[src/rtl/memory_pkg.sv]
`default_nettype none
// ============================================================================
// Module      : memory_pkg
// Description : Shared types and helpers for the data memory. It holds the
//               init FSM state encoding, the byte-lane count helper, and the
//               selector for the fill pattern that the init sweep writes.
// Revision    : 1.0 - initial release
// ============================================================================
package memory_pkg;

    // Init sequencer states. READY is terminal until the next reset.
    typedef enum logic [0:0] {
        INIT  = 1'b0,
        READY = 1'b1
    } state_e;

    // Fill pattern used by the init sweep: 0 = each word gets its own index,
    // any other value = all-zero fill.
    localparam int INIT_PATTERN_INDEX = 0;

    // Returns the number of byte lanes in one memory word.
    function automatic int bytes_per_word(input int word_size);
        return word_size / 8;
    endfunction

endpackage
`default_nettype wire

[src/rtl/memory_array.sv]
`default_nettype none
// ============================================================================
// Module      : memory_array
// Description : Byte-lane-enabled single-port storage with one read port.
//               The read is registered with a valid strobe by default. When
//               MEMORY_ASYNC_READ_EN is defined, the read is combinational
//               and valid follows the read request in the same cycle.
// Revision    : 1.0 - initial release
// ============================================================================
module memory_array
    import memory_pkg::*;
#(
    parameter int ADDR_SIZE = 5,
    parameter int WORD_SIZE = 32
) (
    input  logic                   clk_i,
    input  logic                   rst_ni,
    input  logic                   we_i,
    input  logic [WORD_SIZE/8-1:0] be_i,
    input  logic [ADDR_SIZE-1:0]   addr_i,
    input  logic [WORD_SIZE-1:0]   wdata_i,
    input  logic                   re_i,
    output logic [WORD_SIZE-1:0]   rdata_o,
    output logic                   rvalid_o
);

    localparam int NUM_BYTES = bytes_per_word(WORD_SIZE);
    localparam int DEPTH     = 2 ** ADDR_SIZE;

    // The storage has no reset, so synthesis can map it onto block RAM.
    logic [WORD_SIZE-1:0] mem_q [DEPTH];

    // Byte-lane write: only the enabled lanes of the addressed word change.
    always_ff @(posedge clk_i) begin
        if (we_i) begin
            for (int k = 0; k < NUM_BYTES; k++) begin
                if (be_i[k]) begin
                    mem_q[addr_i][8*k +: 8] <= wdata_i[8*k +: 8];
                end
            end
        end
    end

`ifdef MEMORY_ASYNC_READ_EN
    // Reset has no effect on a combinational read path.
    logic unused_rst_n;
    assign unused_rst_n = rst_ni;

    assign rdata_o  = mem_q[addr_i];
    assign rvalid_o = re_i;
`else
    logic [WORD_SIZE-1:0] rdata_d, rdata_q;
    logic                 rvalid_d, rvalid_q;

    // Capture read data on a read and keep the previous value otherwise.
    always_comb begin
        rdata_d  = rdata_q;
        rvalid_d = re_i;
        if (re_i) begin
            rdata_d = mem_q[addr_i];
        end
    end

    // Read output register. Reset drops any pending strobe.
    always_ff @(posedge clk_i or negedge rst_ni) begin
        if (!rst_ni) begin
            rdata_q  <= '0;
            rvalid_q <= 1'b0;
        end else begin
            rdata_q  <= rdata_d;
            rvalid_q <= rvalid_d;
        end
    end

    assign rdata_o  = rdata_q;
    assign rvalid_o = rvalid_q;
`endif

endmodule
`default_nettype wire

[src/rtl/data_memory.sv]
`default_nettype none
// ============================================================================
// Module      : data_memory
// Description : Single-port data memory for the MIPS load/store path. After
//               reset, an init sequencer writes every word with its own
//               index. Requests are accepted only after that sweep finishes.
//               Config macro: MEMORY_ASYNC_READ_EN (combinational read).
// Revision    : 1.0 - initial release
// ============================================================================
module data_memory
    import memory_pkg::*;
#(
    parameter int ADDR_SIZE = 5,
    parameter int WORD_SIZE = 32
) (
    input  logic                   clk_i,
    input  logic                   rst_ni,
    input  logic                   req_i,
    input  logic                   wen_i,
    input  logic [WORD_SIZE/8-1:0] be_i,
    input  logic [ADDR_SIZE-1:0]   addr_i,
    input  logic [WORD_SIZE-1:0]   data_i,
    output logic                   ready_o,
    output logic                   valid_o,
    output logic [WORD_SIZE-1:0]   data_o
);

    if (WORD_SIZE % 8 != 0) begin : g_word_size_check
        $error("data_memory: WORD_SIZE must be a multiple of 8");
    end

    state_e               state_d, state_q;
    logic [ADDR_SIZE-1:0] cnt_d, cnt_q;

    logic                   in_init;
    logic                   accept;
    logic                   arr_we;
    logic                   arr_re;
    logic [WORD_SIZE/8-1:0] arr_be;
    logic [ADDR_SIZE-1:0]   arr_addr;
    logic [WORD_SIZE-1:0]   arr_wdata;
    logic [WORD_SIZE-1:0]   init_word;

    assign in_init = (state_q == INIT);
    assign accept  = req_i && !in_init;
    assign ready_o = !in_init;

    // Sweep advances one word per cycle and leaves INIT after the last word.
    always_comb begin
        state_d = state_q;
        cnt_d   = cnt_q;
        if (in_init) begin
            cnt_d = cnt_q + 1'b1;
            if (cnt_q == {ADDR_SIZE{1'b1}}) begin
                state_d = READY;
            end
        end
    end

    // Init FSM and sweep counter. Reset restarts the sweep from address 0.
    always_ff @(posedge clk_i or negedge rst_ni) begin
        if (!rst_ni) begin
            state_q <= INIT;
            cnt_q   <= '0;
        end else begin
            state_q <= state_d;
            cnt_q   <= cnt_d;
        end
    end

    // Route the array port from the sequencer during INIT, or from the
    // request ports once ready.
    always_comb begin
        init_word = (INIT_PATTERN_INDEX == 0) ? WORD_SIZE'(cnt_q) : '0;
        arr_we    = accept && wen_i;
        arr_re    = accept && !wen_i;
        arr_be    = be_i;
        arr_addr  = addr_i;
        arr_wdata = data_i;
        if (in_init) begin
            arr_we    = 1'b1;
            arr_re    = 1'b0;
            arr_be    = '1;
            arr_addr  = cnt_q;
            arr_wdata = init_word;
        end
    end

    memory_array #(
        .ADDR_SIZE (ADDR_SIZE),
        .WORD_SIZE (WORD_SIZE)
    ) u_array (
        .clk_i    (clk_i),
        .rst_ni   (rst_ni),
        .we_i     (arr_we),
        .be_i     (arr_be),
        .addr_i   (arr_addr),
        .wdata_i  (arr_wdata),
        .re_i     (arr_re),
        .rdata_o  (data_o),
        .rvalid_o (valid_o)
    );

endmodule
`default_nettype wire

[config.mk]
export PLATFORM = sky130hd
export DESIGN_NAME = data_memory
export DESIGN_NICKNAME = d
export VERILOG_FILES = /design/src/rtl/memory_pkg.sv /design/src/rtl/memory_array.sv /design/src/rtl/data_memory.sv
export SDC_FILE = /design/constraint.sdc
export NUM_CORES = 1
export LEC_CHECK = 0
export ABC_AREA = 1
export CAP_MARGIN = 20
export CORE_MARGIN = 2
export CORE_UTILIZATION = 50
export CTS_BUF_LIST = sky130_fd_sc_hd__clkbuf_8
export DETAILED_ROUTE_END_ITERATION = 12
export PLACE_DENSITY = 0.72
export SLEW_MARGIN = 15
export SYNTH_ARGS = -nofsm -noshare
export SYNTH_HDL_FRONTEND = slang
export SYNTH_HIERARCHICAL = 1
export SYNTH_SLANG_ARGS = --single-unit
[constraint.sdc]
create_clock -name clk_i -period 4.7 [get_ports clk_i]
set_input_delay 0.94 -clock clk_i [delete_from_list [all_inputs] [get_ports clk_i]]
set_output_delay 0.94 -clock clk_i [all_outputs]
set_load 0.02 [all_outputs]
=== Word level (Yosys, flattened, before mapping) ===
Memories as Yosys holds them, arrays and structs flattened. A register that Yosys moved wholly into a read port is not among the register bits.
Index checks and enable logic that the tools add are counted.

* Add/subtract/negate cells: 1
* Eq/ne operators: 1
* Multiplexer cells: 19
* Reductions and logical operators: 5

{| class="wikitable"
|+ Operators with widths
! kind !! number
|-
| $mux 32 || 1
|-
| $mux 1 || 16
|-
| $add 5x1->5 const B || 1
|-
| $eq 5x5->1 const B || 1
|-
| $mux 5 || 1
|-
| $mux 4 || 1
|-
| $logic_and 1x1->1 || 3
|-
| $logic_not 1->1 || 2
|}

* Flip-flop bits (word level): 7
* RAM bits: 1024
* Output and inout port bits: 34
* Memories: 1

{| class="wikitable"
|+ Memory list
! name !! words !! width !! rd ports !! clocked after Yosys merged registers in !! wr ports !! line !! source
|-
| u_array.mem_q || 32 || 32 || 1 || 1 || 1 || memory_array.sv:31 || <nowiki>logic [WORD_SIZE-1:0] mem_q [DEPTH];</nowiki>
|}

=== Logic depth before layout (Yosys ltp) ===
* Depth in word-level cells: 5
* Gate-level depth with buffers: 19

=== By module ===
The synthesis kept the hierarchy.

{| class="wikitable"
|+ By module, submodules not included
! module !! instances !! cells each !! area each (um^2) !! seq. area each (um^2)
|-
| memory_array || 1 || 4222 || 44009.7 || 31575.3
|-
| data_memory || 1 || 125 || 656.9 || 150.1
|}

=== Worst setup path after synthesis ===
OpenSTA, ideal clock, no wires.

* Kind: input-to-reg
* Start: input port addr_i[3]
* End: memory u_array.mem_q[27][24] (enable)
* Library setup time: 0.370 ns
* Arrival time: 2.299 ns
* Required time: 4.330 ns
* Setup slack: 2.031 ns
* Stages on the path: 8
* Path buffers: 2
* Path through: nand2_1 nand2_1 buf_4 inv_2 nor3_4 buf_2 nand2_1 nor2_1

* Word-level cells in the longest chain between the ends: 1

{| class="wikitable"
|+ Ends and longest elaborated chain
! what !! line !! source
|-
| from (decl) || data_memory.sv:21 || <nowiki>input logic [ADDR_SIZE-1:0] addr_i,</nowiki>
|-
| $mux 5 || data_memory.sv:80 || <nowiki>if (in_init) begin</nowiki>
|-
| named net arr_addr[3] || data_memory.sv:40 || <nowiki>logic [ADDR_SIZE-1:0] arr_addr;</nowiki>
|-
| to (decl) || memory_array.sv:31 ||
|}

The timed path passes the listed nets, and every way through them passes these cells.

=== Final worst setup path ===
* Start: register state_q (netlist: ready_o)
* End: memory u_array.mem_q[22][7] (enable)

{| class="wikitable"
|+ RTL lines
! what !! line !! source
|-
| from (decl) || data_memory.sv:32 || <nowiki>state_e state_d, state_q;</nowiki>
|-
| from (signal assigned) || data_memory.sv:66 || <nowiki>state_q <= state_d;</nowiki>
|-
| $mux 5 || data_memory.sv:80 ||
|-
| named net arr_addr[4] || data_memory.sv:40 ||
|}

The timed path passes the listed nets, and every way through them passes these cells.

==> flow_metrics.tcl <==
set metrics [dict create \
    setup_viol 0 \
    dr_wl_met2_microns 53500 \
    worstHoldPathType "primary input to asynchronous set/reset pin" \
    grtUsageTotal 0.246 \
    syn2layout_area_growth_pct 12.9 \
    r2r_setup_slack_ps 1160 \
    synth_cell_types 23 \
    yosys.area.top_type "edfxtp_1" \
    layout_commonest_cell "nand2_1" \
    power_density_nw_per_um2 372 \
    tns_ps 0 \
    viasPerCell 5.24 \
    yosys-top-cells-area "edfxtp_1 (69%), nand2_1 (22%), dfrtp_1 (2.2%)" \
    syn_area_per_cell_sq_um 10.3 \
    place_congestion 0.831 \
    synth_top_area_share 0.688 \
    first_pass_iters 10 \
    clock-sinks 1063 \
    critPathKind "register to register" \
    grt_pass1_vias 29100 \
    rsz0062_at_grt "false" \
    dp_hpwl_microns 65800 \
    post-route-drc-count 2 \
    die-width_microns 303 \
    fp-row-count 109 \
    cts_setup_buffers 0 \
    tightest_slew_ps 1130 \
    layout_common_cells "nand2_1 (2611), edfxtp_1 (1024), nor2_1 (197)" \
    r2r-end "u_array/mem_q[22][7]" \
    wire_per_inst_microns 19.3 \
    fin_skew_ps 34.3 \
    ys_seq_elements 1063 \
    highest_layer "met4" \
    overflow 0 \
    drt_iter0_drc 3011 \
    drtAntennaViolNets 0 \
    synth_area_sq_um 44700 \
    cts.htree.levels 4 \
    clockBufferDepth 3 \
    die_h_microns 303 \
    status "finished, violations left" \
    core_area_sq_um 88500 \
    post-place-ws_ps 583 \
    route.met3.wl_microns 9440 \
    finalCritPeriodShare 0.752 \
    numCtsBuffers 165 \
    cts_tree "yes" \
    grt_pass1_wl_microns 169000 \
    met1_length_microns 44900 \
    drt-total-wl_microns 113000 \
    relSlewSlack 0.244 \
    yosys_warnings 6 \
    path_clk_slew_ps 60 \
    vias 30600 \
    p_leak_nw 21.1 \
    cap_viol_max_count 0 \
    synth_seq_area_share 0.710 \
    min_period_ps 3540 \
    maxSlewViolCount 0 \
    clock_latency_ps 840 \
    ctsResizeCount 0 \
    grt_max_degree 204 \
    endpoint_kind "register" \
    io_pins 79 \
    crit_fanout 14 \
    reg2regPathDepth 7 \
    drive_gt1_frac 0.0891 \
    synth_nets 4394 \
    worst_ep_required_time_ps 5150 \
    syn_inst 4347 \
    die_area_sq_um 91700 \
    ir_drop_v 0.000244 \
    port-buffer-count 78 \
    crit_start "ready_o" \
    violations "DRC" \
    nets 4595 \
    cts_hold_buf 0 \
    layout_setup_ws_ps 1160 \
    cts_root_buf "clkbuf_8" \
    start_util 0.505 \
    hold_viol 0 \
    arrival_ps 3980 \
    max_freq_mhz 283 \
    grt_antenna_before_repair 1 \
    start_kind "register" \
    r2r-start "ready_o" \
]
## synth_stat cells
| cell | count |
|---|---|
| dfrtp_1 | 39 |
| clkbuf_1 | 38 |
| buf_4 | 15 |
| inv_4 | 2 |
| nor2_1 | 198 |
| inv_2 | 5 |
| o21ai_0 | 3 |
| or2_1 | 2 |
| buf_6 | 2 |
| xnor2_1 | 1 |
| clkinv_1 | 1 |
| nor3_1 | 1 |
| buf_1 | 1 |
| nor3_4 | 7 |
| nand2_1 | 2614 |
| edfxtp_1 | 1024 |
| or2_2 | 33 |
| ha_1 | 2 |
| nand3_1 | 100 |
| a21oi_1 | 4 |
| nor2_2 | 3 |
| buf_2 | 158 |
| inv_1 | 94 |
## kinds of logic (layout without fill, tap and decap cells)
group,after synthesis,in the layout,synth area share
AO/OA/AOI/OAI,7,7,0.000784
XOR/XNOR,1,1,0.000196
adder cells (fa/ha/maj),2,2,0.000560
buffers and inverters,316,647,0.0327
flip-flops,1063,1063,0.710
other,0,1,0
AND/OR/NAND/NOR,2958,2958,0.255
## state kept, by name, summed over array words and instances (netlist names)
register,cells
u_array/mem_q,1024
u_array/rdata_o,32
cnt_q,5
ready_o,1
u_array/rvalid_o,1
## worst max path at each step
| stage | end | depth (start not counted) |
|---|---|---|
| 6_report | u_array/mem_q[22][7] | 7 |
| 5_1_grt | u_array/mem_q[14][2] | 9 |
| 4_1_cts | u_array/mem_q[14][4] | 9 |
| 3_5_place_dp | u_array/mem_q[14][4] | 8 |
| 3_3_place_gp | u_array/mem_q[14][5] | 8 |
| 2_1_floorplan | u_array/mem_q[27][24] | 8 |
## where the power goes
| part | total [mW] | leakage, nW | switching (mW) | internal [mW] |
|---|---|---|---|---|
| Sequential | 10.5 | 9.66 | 0.0420 | 10.4 |
| Combinational | 1.33 | 9.67 | 0.926 | 0.402 |
| Clock | 6.94 | 1.78 | 3.59 | 3.35 |
| Total | 18.7 | 21.1 | 4.56 | 14.2 |
## worst max-delay path, stage by stage, from the launching register on
cell	delay, ps
dfrtp_2	420
inv_2	230
nand2_1	130
nand2_1	490
inv_2	180
nor3_4	470
nand2_1	530
nor2_1	710
## per-layer routing
metal,GRT usage,vias up
met4,0.118,0
li1,-,14500
met2,0.392,1385
met5,0,-
met3,0.0418,251
met1,0.330,14600
## per-stage QoR
| step | power [mW] | hold WS, ps | utilization | std cells | instance area [sq um] |
|---|---|---|---|---|---|
| after floorplan | 11.4 | 462 | - | 4347 | 44700 |
| after global placement | 11.9 | 479 | 0.532 | 5531 | 47100 |
| after detailed placement | 12.0 | 492 | 0.532 | 5532 | 47100 |
| after CTS | 18.8 | 212 | 0.566 | 5829 | 50100 |
| after global routing | 19.3 | 259 | 0.570 | 5844 | 50400 |
| final | 18.7 | 249 | 0.570 | 5844 | 50400 |
## cell type report
class	instances	area (sq um)
Fill cell	7151	38100
Sequential cell	1063	31700
Tap cell	1165	1460
Clock inverter	131	664
Multi-Input combinational cell	2968	11500
Inverter	102	405
Clock buffer	166	2280
Antenna cell	1	2.50
Timing Repair Buffer	248	2360
Power figures use the tool's default switching activity.
